[config.mk]
export PLATFORM = sky130hd
export DESIGN_NAME = pulse_stretcher
export DESIGN_NICKNAME = d
export VERILOG_FILES = /design/src/rtl/pulse_stretcher_pkg.sv /design/src/rtl/pulse_stretcher_tick_gen.sv /design/src/rtl/pulse_stretcher.sv
export SDC_FILE = /design/constraint.sdc
export NUM_CORES = 1
export LEC_CHECK = 0
export ABC_CLOCK_PERIOD_IN_PS = 2140
export BUFFER_PORTS_ARGS = -buffer_cell sky130_fd_sc_hd__clkbuf_2
export CAP_MARGIN = 20
export CORE_UTILIZATION = 55
export CTS_BUF_LIST = sky130_fd_sc_hd__clkbuf_4
export DETAILED_ROUTE_END_ITERATION = 7
export PLACE_DENSITY = 0.83
export REMOVE_ABC_BUFFERS = 1
export SLEW_MARGIN = 20
export SYNTH_ARGS = -nofsm -noshare
export SYNTH_HDL_FRONTEND = slang
export SYNTH_SLANG_ARGS = --single-unit
[constraint.sdc]
create_clock -name clk -period 2.14 [get_ports clk]
set_input_delay 0.428 -clock clk [delete_from_list [all_inputs] [get_ports clk]]
set_output_delay 0.428 -clock clk [all_outputs]
set_load 0.01 [all_outputs]
[src/rtl/pulse_stretcher_pkg.sv]
// Shared types for the pulse stretcher: FSM state encoding and a small sizing helper.
package pulse_stretcher_pkg;

    typedef enum logic [1:0] {
        ST_IDLE = 2'd0,
        ST_ON   = 2'd1,
        ST_GAP  = 2'd2
    } state_t;

    function automatic int max_of(input int a, input int b);
        return (a > b) ? a : b;
    endfunction

endpackage

[src/rtl/pulse_stretcher_tick_gen.sv]
// Prescaler: counts 0..TICK_DIV-1 and flags a tick on the last count.
module pulse_tick_gen #(
    parameter int TICK_DIV = 1000
) (
    input  logic clk,
    input  logic reset,
    input  logic restart,
    output logic tick
);
    localparam int CNT_W = $clog2(TICK_DIV);

    logic [CNT_W-1:0] r_cnt;

    assign tick = (r_cnt == CNT_W'(TICK_DIV - 1));

    always_ff @(posedge clk or posedge reset) begin
        if (reset) begin
            r_cnt <= '0;
        end else if (restart || tick) begin
            r_cnt <= '0;
        end else begin
            r_cnt <= r_cnt + CNT_W'(1);
        end
    end

endmodule

[src/rtl/pulse_stretcher.sv]
// Stretches single-cycle events into ON_TICKS-long visible pulses separated by
// GAP_TICKS of forced low, queueing events that arrive while a pulse is in flight.
//
// state    | meaning
// ---------+--------------------------------------------------------------
// ST_IDLE  | nothing in flight, waiting for an accepted event
// ST_ON    | stretchedOut high for ON_TICKS ticks
// ST_GAP   | forced low for GAP_TICKS ticks, then serve queue or go idle
module pulse_stretcher
    import pulse_stretcher_pkg::*;
#(
    parameter int TICK_DIV  = 1000,
    parameter int ON_TICKS  = 4,
    parameter int GAP_TICKS = 2,
    parameter int QUEUE_MAX = 15
) (
    input  logic                           clk,
    input  logic                           reset,
    input  logic                           enable,
    input  logic                           pulseIn,
    input  logic                           clearOverflow,
    output logic                           stretchedOut,
    output logic                           busy,
    output logic [$clog2(QUEUE_MAX+1)-1:0] pendingCount,
    output logic                           overflow
);
    localparam int TC_W = $clog2(max_of(ON_TICKS, GAP_TICKS) + 1);
    localparam int PC_W = $clog2(QUEUE_MAX + 1);

    state_t           r_state;
    state_t           w_next;
    logic [TC_W-1:0]  r_tick_cnt;
    logic [PC_W-1:0]  r_pend;
    logic [PC_W-1:0]  w_pend_next;
    logic             r_out;
    logic             r_ovf;
    logic             w_ovf_set;
    logic             w_tick;
    logic             w_restart;
    logic             w_accept;
    logic             w_phase_end;
    logic             w_pend_zero;
    logic             w_pend_full;

    assign w_accept    = pulseIn & enable;
    assign w_pend_zero = (r_pend == '0);
    assign w_pend_full = (r_pend == PC_W'(QUEUE_MAX));
    assign w_phase_end = w_tick &&
                         (((r_state == ST_ON)  && (r_tick_cnt == TC_W'(ON_TICKS - 1))) ||
                          ((r_state == ST_GAP) && (r_tick_cnt == TC_W'(GAP_TICKS - 1))));

    // Holding the prescaler in restart while idle also gives the restart on ON entry.
    assign w_restart = (w_next != r_state) || (r_state == ST_IDLE);

    pulse_tick_gen #(
        .TICK_DIV (TICK_DIV)
    ) u_tick_gen (
        .clk     (clk),
        .reset   (reset),
        .restart (w_restart),
        .tick    (w_tick)
    );

    always_comb begin
        w_next      = r_state;
        w_pend_next = r_pend;
        w_ovf_set   = 1'b0;
        case (r_state)
            ST_IDLE: begin
                if (w_accept) w_next = ST_ON;
            end
            ST_ON: begin
                if (w_accept) begin
                    if (w_pend_full) w_ovf_set = 1'b1;
                    else             w_pend_next = r_pend + PC_W'(1);
                end
                if (w_phase_end) w_next = ST_GAP;
            end
            ST_GAP: begin
                if (w_phase_end) begin
                    // A same-cycle event is served directly, so the queue is only drained otherwise.
                    w_next = (!w_pend_zero || w_accept) ? ST_ON : ST_IDLE;
                    if (!w_pend_zero && !w_accept) w_pend_next = r_pend - PC_W'(1);
                end else if (w_accept) begin
                    if (w_pend_full) w_ovf_set = 1'b1;
                    else             w_pend_next = r_pend + PC_W'(1);
                end
            end
            default: begin
                w_next = ST_IDLE;
            end
        endcase
    end

    always_ff @(posedge clk or posedge reset) begin
        if (reset) begin
            r_state    <= ST_IDLE;
            r_tick_cnt <= '0;
            r_pend     <= '0;
            r_out      <= 1'b0;
            r_ovf      <= 1'b0;
        end else begin
            r_state <= w_next;
            r_pend  <= w_pend_next;
            r_out   <= (w_next == ST_ON);
            if (w_restart)   r_tick_cnt <= '0;
            else if (w_tick) r_tick_cnt <= r_tick_cnt + TC_W'(1);
            if (w_ovf_set)          r_ovf <= 1'b1;
            else if (clearOverflow) r_ovf <= 1'b0;
        end
    end

    assign stretchedOut = r_out;
    assign busy         = (r_state != ST_IDLE);
    assign pendingCount = r_pend;
    assign overflow     = r_ovf;

endmodule

# ---- After elaboration in Yosys (flattened, before gate mapping)
# Index checks and enable logic that the tools add are counted.
dict set report totals {
  register_bits 21
  latchBits 0
  mem_bits_rw 0
  romBits 0
  in_bits 5
  wordCells 56
  memories 0
}
dict set report op_classes {
  addsub 4
  n_mul 0
  n_div 0
  n_lt_le_gt_ge 0
  eq_ne 9
  n_shift 0
  n_mux 19
  bitwise 1
  reduce_logical 17
}
# cell count
set op_table {}
lappend op_table {{$mux 4} 4}
lappend op_table {{$add 10x1->10 const B} 1}
lappend op_table {{$eq 10x10->1 const B} 1}
lappend op_table {{$mux 10} 1}
lappend op_table {{$pmux 4 s2} 1}
lappend op_table {{$reduce_bool 2->1} 4}
lappend op_table {{$mux 1} 6}
lappend op_table {{$mux 2} 3}
lappend op_table {{$mux 3} 2}
lappend op_table {{$pmux 2 s3} 1}
lappend op_table {{$add 4x1->4 const B} 1}
lappend op_table {{$eq 2x1->1 const B} 2}
lappend op_table {{$eq 4x4->1 const B} 1}
lappend op_table {{$logic_and 1x1->1} 4}
lappend op_table {{$logic_not 4->1} 1}
lappend op_table {{$logic_or 1x1->1} 4}
lappend op_table {{$sub 4x1->4 const B} 1}
lappend op_table {{$add 3x1->3 const B} 1}
lappend op_table {{$eq 3x1->1 const B} 1}
lappend op_table {{$eq 3x2->1 const B} 1}
lappend op_table {{$ne 3x2->1 const B} 1}
lappend op_table {{$eq 2x2->1 const B} 1}
lappend op_table {{$logic_not 1->1} 2}
lappend op_table {{$logic_not 2->1} 1}
lappend op_table {{other kinds (4)} 4}

# ---- Longest topological paths before layout
dict set report depth {
  word_depth 10
  depth_mapped 8
  depth_no_buf 7
}

# ---- Cells and area by module
# Synthesis repeated with hierarchy kept, for this count alone.
dict set report unflattened {
  cells_unflattened 154
  hier_area_um2 1453.9
}
# mod instances cells_each area_per_inst_um2 seq_area_each_um2
set by_module_without_submodules {}
lappend by_module_without_submodules {pulse_stretcher 1 97 908.4 275.3}
lappend by_module_without_submodules {pulse_tick_gen 1 57 545.5 250.2}

# ---- Worst setup path after synthesis
# Ideal clock, no wire load.
dict set report synth_timing {
  kind {reg2reg}
  start {reg r_state[0]}
  end {reg u_tick_gen.r_cnt[5]}
  setup_time_ps 144
  arrival_ps 2105
  path_slack_ps -109
  stages_incl_launch_ff 9
  path_buffers 1
  period_less_slack_ps 2249
  cell_sequence {dfrtp_1 -> inv_1 -> ha_1 -> nand3b_1 -> a2111oi_2 -> nor2_1 -> nor4b_4 -> buf_6 -> nor4_2}
}
dict set report synth_between {
  elab_chain_cells 10
  elab_cells_between_ends 15
  cone_classes {eq/ne: 3; mux: 5; reduce/logical: 7}
}
# item line_no
set synth_lines {}
lappend synth_lines {{from (decl)} pulse_stretcher.sv:30} ;# state_t r_state;
lappend synth_lines {{from (signal assigned)} pulse_stretcher.sv:103} ;# r_state <= w_next;
lappend synth_lines {{$eq 2x1->1 / $eq 2x2->1 (equally long branches)} {pulse_stretcher.sv:49, pulse_stretcher.sv:68, pulse_stretcher.sv:50}}
lappend synth_lines {{$logic_and 1x1->1 (on tied branches)} {pulse_stretcher.sv:49, pulse_stretcher.sv:50}}
lappend synth_lines {{$logic_or 1x1->1} pulse_stretcher.sv:49} ;# (((r_state == ST_ON) && (r_tick_cnt == TC_W'(ON_TICKS - 1))) ||
lappend synth_lines {{$logic_and 1x1->1} pulse_stretcher.sv:48} ;# assign w_phase_end = w_tick &&
lappend synth_lines {{$mux 2 (on tied branches)} {pulse_stretcher.sv:80, pulse_stretcher.sv:77}}
lappend synth_lines {{$pmux 2 s3} pulse_stretcher.sv:68} ;# case (r_state)
lappend synth_lines {{$ne 2x2->1} pulse_stretcher.sv:53} ;# assign w_restart = (w_next != r_state) || (r_state == ST_IDLE);
lappend synth_lines {{$logic_or 1x1->1 (*)} pulse_stretcher.sv:53}
lappend synth_lines {{$logic_or 1x1->1 (*)} pulse_stretcher_tick_gen.sv:19} ;# end else if (restart || tick) begin
lappend synth_lines {{$mux 10 (*)} pulse_stretcher_tick_gen.sv:19}
lappend synth_lines {{to (signal assigned)} pulse_stretcher_tick_gen.sv:22} ;# r_cnt <= r_cnt + CNT_W'(1);
lappend synth_lines {{to (decl)} pulse_stretcher_tick_gen.sv:12} ;# logic [CNT_W-1:0] r_cnt;
# Every way passes the cells marked *; elsewhere a longest branch is shown, timed or not.
# A chain may end at the register's enable or synchronous reset.

# ---- Worst setup path in the final report
dict set report layout_timing {
  start {reg u_tick_gen.r_cnt[4]}
  end {reg r_tick_cnt[1]}
}
dict set report layout_between {
  elab_chain_cells 7
  elab_cells_between_ends 9
  cone_classes {eq/ne: 2; mux: 4; reduce/logical: 3}
}
# item line_no
set layout_lines {}
lappend layout_lines {{$eq 10x10->1 (*)} pulse_stretcher_tick_gen.sv:14} ;# assign tick = (r_cnt == CNT_W'(TICK_DIV - 1));
lappend layout_lines {{$logic_and 1x1->1} pulse_stretcher.sv:48}
lappend layout_lines {{$mux 2 (on tied branches)} {pulse_stretcher.sv:80, pulse_stretcher.sv:77}}
lappend layout_lines {{$pmux 2 s3} pulse_stretcher.sv:68}
lappend layout_lines {{$ne 2x2->1} pulse_stretcher.sv:53}
lappend layout_lines {{$logic_or 1x1->1} pulse_stretcher.sv:53}
lappend layout_lines {{$mux 3 / $reduce_bool 2->1 (equally long branches)} n/a}
lappend layout_lines {{to (signal assigned)} pulse_stretcher.sv:107} ;# else if (w_tick) r_tick_cnt <= r_tick_cnt + TC_W'(1);
lappend layout_lines {{to (decl)} pulse_stretcher.sv:32} ;# logic [TC_W-1:0] r_tick_cnt;
# Marked as above.

==> reports/metrics.csv <==
stage;metric;value;unit
timing;Worst Clk Skew;0.00375;ns
timing;max_slew headroom;45.7;%
floorplanning;Die Ht;53.4;µm
place;Port Buf Inserts;11;
logic_synthesis;Cells after Synth;154;
layout;diodes inserted;0;
logic_synthesis;ys async rst share;100;%
critical_path;CP max-delay cell;dfrtp_1;
logic_synthesis;Yosys cell types;43;
power;power density cells;859;nW/µm²
job;Max-cap violations;0;
critical_path;CP required;2.37;ns
clocking;Hold Buf Count CTS;0;
global_routing;initial antenna violation count;0;
global_routing;GRT Util Overall;27.5;%
routing;Routed WL;3.78;mm
power;Leak Pwr;0.000749;µW
floorplanning;Die Span X;53.4;µm
logic_synthesis;EDFF count, synth;0;
floorplanning;Initial Util;58.6;%
layout;share of post-route cells with drive strength above 1;29.6;%
timing;count of final hold-check violations;0;
critical_path;CP Cell Sequence;or3b_4 -> a2111oi_4 -> o21ai_2 -> nor4b_4 -> buf_12 -> a2111oi_4;
clocking;Clock Path Buffers;2;
critical_path;Crit Path Max Fanout;13;
critical_path;Most Frequent Cell on Critical Path;a2111oi_4;
clocking;Worst-path clk slew;0.12;ns
clocking;Clock Sinks;21;
global_routing;gr ovfl total;0;
routing;average wire per standard cell;17.5;µm
global_routing;vias in the first global route;1251;
timing;final setup fails;0;
routing;Via density;6.36;
clocking;CTS tree;done;
status;outcome;completed;
routing;Routed Antenna Nets;0;
layout;final net count;202;
clocking;clk root buf;clkbuf_4;
logic_synthesis;YS warnings;0;
critical_path;Critical Path Start Type;register;
global_routing;first-pass GRT wire length;5.46;mm
floorplanning;Core Area;2480;µm²
routing;post-route DRC violation count;0;
timing;Slew @ Worst Pin;0.813;ns
routing;Starting DRT DRC Count;70;
logic_synthesis;top-area cell type share of the netlist area;36.2;%
logic_synthesis;Avg Inst Size Synth;9.43;µm²
timing;maximum clock rate;470;MHz
layout;Core Util, Final;73.3;%
layout;area grow syn2layout;25.0;%
place;DPL Wire Length;2.53;mm
place;routability congestion estimate;0.895;
global_routing;largest net degree at the start of global routing;22;
critical_path;crit path kind;register to register;
timing;fin crit share;99.5;%
floorplanning;DIE AREA;2850;µm²
power;VDD IR max;0.830;mV
clocking;H-tree depth;1;
critical_path;critical path capture point type;register;
critical_path;CP arrival;2.36;ns
critical_path;largest stage delay on the critical path;0.45;ns
hold_path;worst hold path class;input pin to async pin;
timing;post-route setup TNS;0;ns
logic_synthesis;post-synth top area cell;dfrtp_1;
logic_synthesis;ys flop type;dfrtp_1;
logic_synthesis;sequential area share after synthesis;36.2;%
clocking;CTS buffer count;3;
logic_synthesis;Synth area leaders;dfrtp_1, ha_1, nor3_1;
logic_synthesis;Yosys reg bits;21;
timing;Final Critical Period;2.13;ns
routing;vias;1373;
floorplanning;standard-cell rows;18;
clocking;clock latency on the worst-skew pair;0.32;ns
routing;router iterations before antenna repair;5;
logic_synthesis;Syn Std Cell Area;1450;µm²
timing;max-slew violation count;0;
floorplanning;I/O pin count;12;
cell usage in the layout, fill, tap and decap left out, types with 2 or more instances in the layout:
cell type  Yosys  final
dfrtp_1       21     21
buf_4          0     18
nor3_1        11     11
nor2_1        11     11
inv_1         11     11
clkbuf_2       0     11
nand2_1       11     10
o21ai_0        8      8
nand3_1        6      6
ha_1          10      6
xnor2_1        5      5
nand2b_1       4      4
nand4_1        4      4
a2111oi_4      1      4
and3_1         4      4
a21oi_1        5      4
nor4_2         4      4
xor2_1         3      3
clkbuf_4       0      3
and4_1         2      2
o21bai_1       2      2
a31oi_1        2      2
nor2b_1        2      2
nor4_1         2      2
ha_4           0      2
ha_2           0      2
worst paths after layout:
check,cells after the start,slack [ns],start,to
worst max-delay path,6,0.01,u_tick_gen.r_cnt[4],r_tick_cnt[1]
worst min-delay path,2,0.22,reset,u_tick_gen.r_cnt[6]
worst max register to register,6,0.01,u_tick_gen.r_cnt[4],r_tick_cnt[1]
worst min register to register,2,0.53,overflow,overflow
max in group asynchronous,2,1.41,reset,stretchedOut
min in group clk,2,0.27,clearOverflow,overflow
timing repair:
action / in CTS / in global routing
gates resized for setup: 3 / 11
pin swaps: 1 / 8
setup endpoints to repair: 2 / 17
buffers inserted: 1 / 6
cloned: 0 / 1
cell usage after synthesis, drive strengths merged (2+ instances only):
cell type  count
nor2          11
a2111oi        4
o21bai         2
and3           4
ha            10
inv           11
nand2b         4
buf            2
dfrtp         21
nand2         11
nand3          6
nor3          11
a31oi          2
nor2b          2
and4           2
nor4           6
xnor2          5
a21oi          5
o21ai          9
nand4          4
xor2           3
clkbuf         2
report_power, final:
| part | internal (µW) | switching [µW] | total, µW |
|---|---|---|---|
| sequential | 463 | 80.9 | 544 |
| clock | 70.2 | 134 | 204 |
| combinational | 348 | 463 | 811 |
metrics by stage:
step | setup WS [ns] | cell area (µm²) | cells | total power [µW] | hold slack (ns)
after floorplan | -0.500 | 1430 | 150 | 975 | 0.405
after global placement | 0.0651 | 1640 | 205 | 1220 | 0.509
after detailed placement | -0.0170 | 1640 | 205 | 1280 | 0.517
after CTS | 0.00637 | 1690 | 210 | 1480 | 0.241
after global routing | -0.0480 | 1820 | 216 | 1650 | 0.300
final | 0.0108 | 1820 | 216 | 1560 | 0.219
area by class of cell:
cell class / count / area [µm²]
multi-input cells: 118 / 951
fillers: 179 / 662
flip-flops and latches: 21 / 526
repair buffers: 32 / 233
inverters: 11 / 41.3
well taps: 30 / 37.5
clock buffers: 3 / 22.5
clock inverters: 1 / 5.00
layer usage:
| metal | wire length, µm | global-route usage, % | vias to the layer above |
|---|---|---|---|
| met5 | 0 | 0 | - |
| met4 | 60 | 10.1 | 0 |
| met3 | 235 | 4.31 | 7 |
| met2 | 2000 | 51.9 | 72 |
| met1 | 1490 | 30.0 | 664 |
| li1 | - | - | 630 |
worst max-delay path, delay by kind of cell, from the launching register on:
family	cells	cell delay (ns)
AOI/OAI and AO/OA	3	0.83
buffers and inverters	1	0.16
DFF	1	0.45
and+or+nand+nor	2	0.58
cells by family after synthesis:
family / count (synthesis) / synth area share, %
simple gates: 67 / 27.4
buf+inv: 15 / 4.48
xor+xnor: 8 / 4.82
fa+ha+maj: 10 / 8.61
compound gates: 33 / 18.5
flops: 21 / 36.2
sequential cells by signal, indices dropped and copies added (netlist names):
signal	cells
r_state	2
overflow	1
pendingCount	4
stretchedOut	1
r_tick_cnt	3
u_tick_gen.r_cnt	10
Note: power is estimated with default switching activity, not from simulation.
